<file path="src/rtl/instruction_fetch.sv">
// rtl/instruction_fetch.sv - instruction fetch FSM with stall hold, branch redirect and optional fetch timeout
// Optional feature macro: FETCH_TIMEOUT_EN (memory-wait watchdog with sticky fault)
module instruction_fetch #(
    parameter logic [31:0] RESET_PC       = 32'h0000_0000,
    parameter logic [31:0] PC_STEP        = 32'd4,
    parameter int unsigned TIMEOUT_CYCLES = 15
) (
    input  logic        clk,
    input  logic        rst,
    output logic [31:0] mem_add_bus,
    output logic        mem_rd,
    input  logic [31:0] mem_data,
    input  logic        mem_ready,
    input  logic        stall,
    input  logic        branch_en,
    input  logic [31:0] branch_target,
    output logic [31:0] pc,
    output logic [31:0] instr,
    output logic [3:0]  op_code,
    output logic        instr_valid,
    output logic        fault
);

    typedef enum logic [1:0] {
        S_REQ   = 2'd0,
        S_HOLD  = 2'd1,
        S_FAULT = 2'd2
    } state_t;

    state_t      r_state, w_state_next;
    logic [31:0] r_pc, w_pc_next;
    logic [31:0] r_instr, w_instr_next;
    logic        r_valid, w_valid_next;
    logic        r_mem_rd, w_mem_rd_next;
    logic [31:0] w_branch_pc;

    // Redirect targets are word aligned regardless of the low address bits supplied.
    assign w_branch_pc = {branch_target[31:2], 2'b00};

`ifdef FETCH_TIMEOUT_EN
    logic [31:0] r_tmo_cnt, w_tmo_cnt_next;
    logic        r_fault, w_fault_next;
`else
    logic        w_unused_cfg;
    assign w_unused_cfg = ^TIMEOUT_CYCLES;
`endif

    always_comb begin
        w_state_next  = r_state;
        w_pc_next     = r_pc;
        w_instr_next  = r_instr;
        w_valid_next  = r_valid;
        w_mem_rd_next = r_mem_rd;
`ifdef FETCH_TIMEOUT_EN
        w_tmo_cnt_next = 32'd0;
        w_fault_next   = r_fault;
`endif
        case (r_state)
            S_REQ: begin
                if (branch_en) begin
                    w_pc_next     = w_branch_pc;
                    w_valid_next  = 1'b0;
                    w_mem_rd_next = 1'b0;
                end else if (r_mem_rd && mem_ready) begin
                    w_instr_next  = mem_data;
                    w_valid_next  = 1'b1;
                    w_mem_rd_next = 1'b0;
                    w_state_next  = S_HOLD;
                end else begin
                    w_valid_next  = 1'b0;
                    w_mem_rd_next = 1'b1;
`ifdef FETCH_TIMEOUT_EN
                    if ((r_tmo_cnt + 32'd1) == TIMEOUT_CYCLES) begin
                        w_fault_next  = 1'b1;
                        w_mem_rd_next = 1'b0;
                        w_state_next  = S_FAULT;
                    end else begin
                        w_tmo_cnt_next = r_tmo_cnt + 32'd1;
                    end
`endif
                end
            end
            S_HOLD: begin
                if (branch_en) begin
                    w_pc_next     = w_branch_pc;
                    w_valid_next  = 1'b0;
                    w_mem_rd_next = 1'b0;
                    w_state_next  = S_REQ;
                end else if (!stall) begin
                    // Request the next word in the same edge so REQ starts with mem_rd already high.
                    w_pc_next     = r_pc + PC_STEP;
                    w_valid_next  = 1'b0;
                    w_mem_rd_next = 1'b1;
                    w_state_next  = S_REQ;
                end
            end
`ifdef FETCH_TIMEOUT_EN
            S_FAULT: begin
                w_valid_next  = 1'b0;
                w_mem_rd_next = 1'b0;
            end
`endif
            default: begin
                w_valid_next  = 1'b0;
                w_mem_rd_next = 1'b0;
                w_state_next  = S_REQ;
            end
        endcase
    end

    always_ff @(posedge clk) begin
        if (rst) begin
            r_state  <= S_REQ;
            r_pc     <= RESET_PC;
            r_instr  <= 32'd0;
            r_valid  <= 1'b0;
            r_mem_rd <= 1'b0;
        end else begin
            r_state  <= w_state_next;
            r_pc     <= w_pc_next;
            r_instr  <= w_instr_next;
            r_valid  <= w_valid_next;
            r_mem_rd <= w_mem_rd_next;
        end
    end

`ifdef FETCH_TIMEOUT_EN
    always_ff @(posedge clk) begin
        if (rst) begin
            r_tmo_cnt <= 32'd0;
            r_fault   <= 1'b0;
        end else begin
            r_tmo_cnt <= w_tmo_cnt_next;
            r_fault   <= w_fault_next;
        end
    end

    assign fault = r_fault;
`else
    assign fault = 1'b0;
`endif

    assign mem_add_bus = r_pc;
    assign mem_rd      = r_mem_rd;
    assign pc          = r_pc;
    assign instr       = r_instr;
    assign op_code     = r_instr[31:28];
    assign instr_valid = r_valid;

endmodule

</file>
<file path="config.mk">
export PLATFORM = sky130hd
export DESIGN_NAME = instruction_fetch
export DESIGN_NICKNAME = d
export VERILOG_FILES = /design/src/rtl/instruction_fetch.sv
export SDC_FILE = /design/constraint.sdc
export NUM_CORES = 1
export LEC_CHECK = 0
export ABC_CLOCK_PERIOD_IN_PS = 2200
export CAP_MARGIN = 30
export CORE_ASPECT_RATIO = 2
export CORE_MARGIN = 3
export CORE_UTILIZATION = 38
export CTS_CLUSTER_DIAMETER = 80
export DETAILED_ROUTE_END_ITERATION = 10
export GPL_TIMING_DRIVEN = 0
export MAX_ROUTING_LAYER = met4
export PLACE_DENSITY_LB_ADDON = 0.1
export SETUP_SLACK_MARGIN = 0.1
export SLEW_MARGIN = 10
export SYNTH_ARGS = -nofsm -noshare
export SYNTH_HDL_FRONTEND = slang
export SYNTH_SLANG_ARGS = --single-unit
export TNS_END_PERCENT = 50
</file>
<file path="constraint.sdc">
create_clock -name clk -period 2.2 [get_ports clk]
set_input_delay 0.66 -clock clk [delete_from_list [all_inputs] [get_ports clk]]
set_output_delay 0.66 -clock clk [all_outputs]
set_load 0.02 [all_outputs]
</file>
==> impl_metrics.tcl <==
set metrics [dict create \
    status "finished clean" \
    synth_warnings 0 \
    vias 3668 \
    slowest_delay_ns 0.66 \
    fp.coreArea_um2 8410 \
    holdCritPathClass "register to register" \
    die_w_um 72.4 \
    synth_seq_cells 65 \
    place_congestion 0.920 \
    post-route-util_pct 65.5 \
    worst_slew_pin_slew_ns 0.557 \
    diodes 0 \
    finalSetupViolCount 0 \
    ant_nets 0 \
    placed_area_um2 5130 \
    fin_ws_ns 0.0809 \
    dieArea_um2 10000 \
    drc 0 \
    cp.required_ns 1.54 \
    leakage_nw 2.26 \
    wire_per_inst_um 16.2 \
    critPathTopFamily "buffers and inverters" \
    max_freq_mhz 472 \
    netSwitchingFraction_pct 26.6 \
    grt_pass1_wl_um 18100 \
    cts_buffers 9 \
    synth_cell_types 52 \
    clock-sinks 65 \
    grt_max_degree 13 \
    drt-met1-wl_um 3860 \
    max-vdd-ir-drop_uv 491 \
    wl_um 11400 \
    async_flop_share_pct 0 \
    grt_util_all_layers_pct 23.5 \
    h-tree-depth 3 \
    holdPathEnd "instr[23]" \
    drv_slew 0 \
    row_count 47 \
    synthCells 424 \
    holdPathStages 2 \
    min_from "instr[23]" \
    start_kind "register" \
    area_delta_synth_final_pct 64.6 \
    port_buffers 164 \
    r2r_slack_ns 0.23 \
    synth-seq-area-share_pct 38.9 \
    synth_area_um2 3350 \
    die_y_um 139 \
    seqPwrFrac_pct 39.0 \
    ys.flop_type "dfxtp_1" \
    hold_viol 0 \
    dr.pass1.iters 4 \
    initial_core_util_pct 39.8 \
    synth-edff-count 0 \
    clk_pin_slew_ns 0.06 \
    r2r_start "mem_add_bus[2]" \
    switchingPower_mw 0.885 \
    ctsRootBufferMaster "clkbuf_16" \
    design_area_um2 5510 \
    clock_latency_ns 0.33 \
    reg2reg_to "mem_add_bus[28]" \
    gr-total-overflow 0 \
    pwr-share-comb_pct 18.3 \
    drive_above_1_share_pct 18.9 \
    ioPinCount 172 \
    p_int_mw 2.44 \
    worstSetupPathType "register to output port" \
    ff2ff_path_depth 6 \
    slew_headroom_pct 62.8 \
    nets 673 \
    viasPerCell 5.20 \
    route.met2.wl_um 6450 \
    finalCriticalPeriod_ns 2.12 \
    dp_hpwl_um 8920 \
    syn_avg_cell_area_um2 7.90 \
    met3_length_um 740 \
    path_max_fanout 7 \
    crit_buf_inv 1 \
    pwr-share-clk_pct 42.6 \
    skew_ns 0.00520 \
    drt-initial-drc-count 273 \
    power_density_nw_per_um2 604 \
    rsz0062_at_grt "true" \
    fin_crit_sh_pct 96.3 \
    post-cts-setup-buffer-count 0 \
    setup.worst_path.end_class "output port" \
    clockBufferDepth 2 \
    top_layer "met4" \
    post-place-ws_ns -0.545 \
    drv_cap 0 \
    cts_tree "built" \
    grt_pass1_vias 3751 \
    cp.depth 1 \
    antenna_found_initial 0 \
    cp_slowest_cell "clkdlybuf4s50_1" \
    arrival_ns 1.46 \
    crit_chain "clkdlybuf4s50_1" \
]
## power by group through the flow
stage | Sequential, mW | Clock (mW) | Combinational (mW)
5_1_grt | 1.31 | 1.49 | 0.649
3_3_place_gp | 1.32 | 0 | 0.615
3_5_place_dp | 1.32 | 0 | 0.622
4_1_cts | 1.30 | 1.44 | 0.615
6_report | 1.30 | 1.42 | 0.609
2_1_floorplan | 1.36 | 0 | 0.239
## sequential cells by signal, summed over array words and instances (netlist names)
| register | count |
|---|---|
| instr | 32 |
| mem_rd | 1 |
| mem_add_bus | 30 |
| instr_valid | 1 |
| r_state | 1 |
## per-stage QoR
step / total power, mW / TNS [ns] / std cells / hold slack [ns]
finish: 3.33 / 0 / 706 / 0.453
detailed placement: 1.94 / -23.65 / 690 / 0.447
floorplan: 1.60 / 0 / 428 / 0.534
global placement: 1.93 / -22.85 / 690 / 0.441
global route: 3.45 / 0 / 706 / 0.474
CTS: 3.35 / 0 / 706 / 0.455
## worst max path at each step
stage | start | endpoint | slack (ns)
3_5_place_dp | branch_en | mem_add_bus[23] | -0.55
6_report | mem_add_bus[22] | mem_add_bus[22] | 0.08
2_1_floorplan | stall | mem_add_bus[15] | 0.30
4_1_cts | rst | instr[20] | 0.02
3_3_place_gp | branch_en | mem_add_bus[7] | -0.52
5_1_grt | mem_add_bus[27] | pc[27] | 0.05
## cell usage after synthesis, types with 4 or more instances
cell type,instances,share of area [%]
a211oi_1,9,2.0
a21oi_1,46,6.9
buf_1,4,0.45
buf_4,42,9.4
clkbuf_1,16,1.8
dfxtp_1,65,39
inv_1,7,0.78
mux2i_1,4,1.2
nand2_1,88,9.9
nand3_1,13,1.9
nand4_1,13,2.4
nor2_1,28,3.1
nor3_1,7,1.0
nor4_1,5,0.93
o211ai_1,4,0.90
xnor2_1,8,2.1
xor2_1,8,2.1
## cells by family after synthesis
family                     count (synthesis)  synth area share, %
buffers and inverters                     73                 13.2
xor gates and xnor gates                  16                 4.19
other                                      1                0.112
DFF                                       65                 38.9
adders and majority gates                  1                0.374
muxes                                      5                 1.53
AOI/OAI and AO/OA                         80                 15.1
and+or+nand+nor                          183                 26.6
## cells in the final DEF, fill, tap and decap left out, types with 3 or more instances in the layout
| cell | synthesis | layout |
|---|---|---|
| a211oi_1 | 9 | 9 |
| a21oi_1 | 46 | 46 |
| and3_1 | 3 | 3 |
| and4_1 | 3 | 3 |
| buf_2 | 3 | 5 |
| buf_4 | 42 | 42 |
| clkbuf_1 | 16 | 5 |
| clkbuf_16 | 0 | 9 |
| clkbuf_2 | 0 | 13 |
| clkdlybuf4s50_1 | 0 | 139 |
| clkinv_4 | 0 | 3 |
| conb_1 | 1 | 5 |
| dfxtp_1 | 65 | 44 |
| dfxtp_2 | 0 | 21 |
| dlygate4sd2_1 | 0 | 15 |
| dlymetal6s2s_1 | 0 | 10 |
| inv_1 | 7 | 7 |
| mux2i_1 | 4 | 4 |
| nand2_1 | 88 | 87 |
| nand3_1 | 13 | 13 |
| nand3b_1 | 3 | 3 |
| nand4_1 | 13 | 13 |
| nor2_1 | 28 | 26 |
| nor3_1 | 7 | 5 |
| nor4_1 | 5 | 4 |
| o211ai_1 | 4 | 4 |
| or3_1 | 3 | 3 |
| or4_1 | 3 | 3 |
| xnor2_1 | 8 | 8 |
| xor2_1 | 8 | 8 |
## what timing repair did
action | in CTS | in global routing
hold buffers | 0 | 0
gates resized for setup | 43 | 34
endpoints found under the setup margin | 99 | 68
## layer usage
layer,GRT usage (%),up-vias
met5,-,-
met4,11.1,0
met1,22.3,1703
met2,43.5,153
li1,-,1785
met3,4.57,27
## area by class of cell
class	count	area, um2
buffer	66	439
inverter	7	26.3
multi-input combinational	290	1650
fill	746	2900
tap	98	123
clock inverter	6	68.8
timing repair buffer	164	1650
clock buffer	10	229
sequential	65	1330
Note: power is estimated with default switching activity, not from simulation.
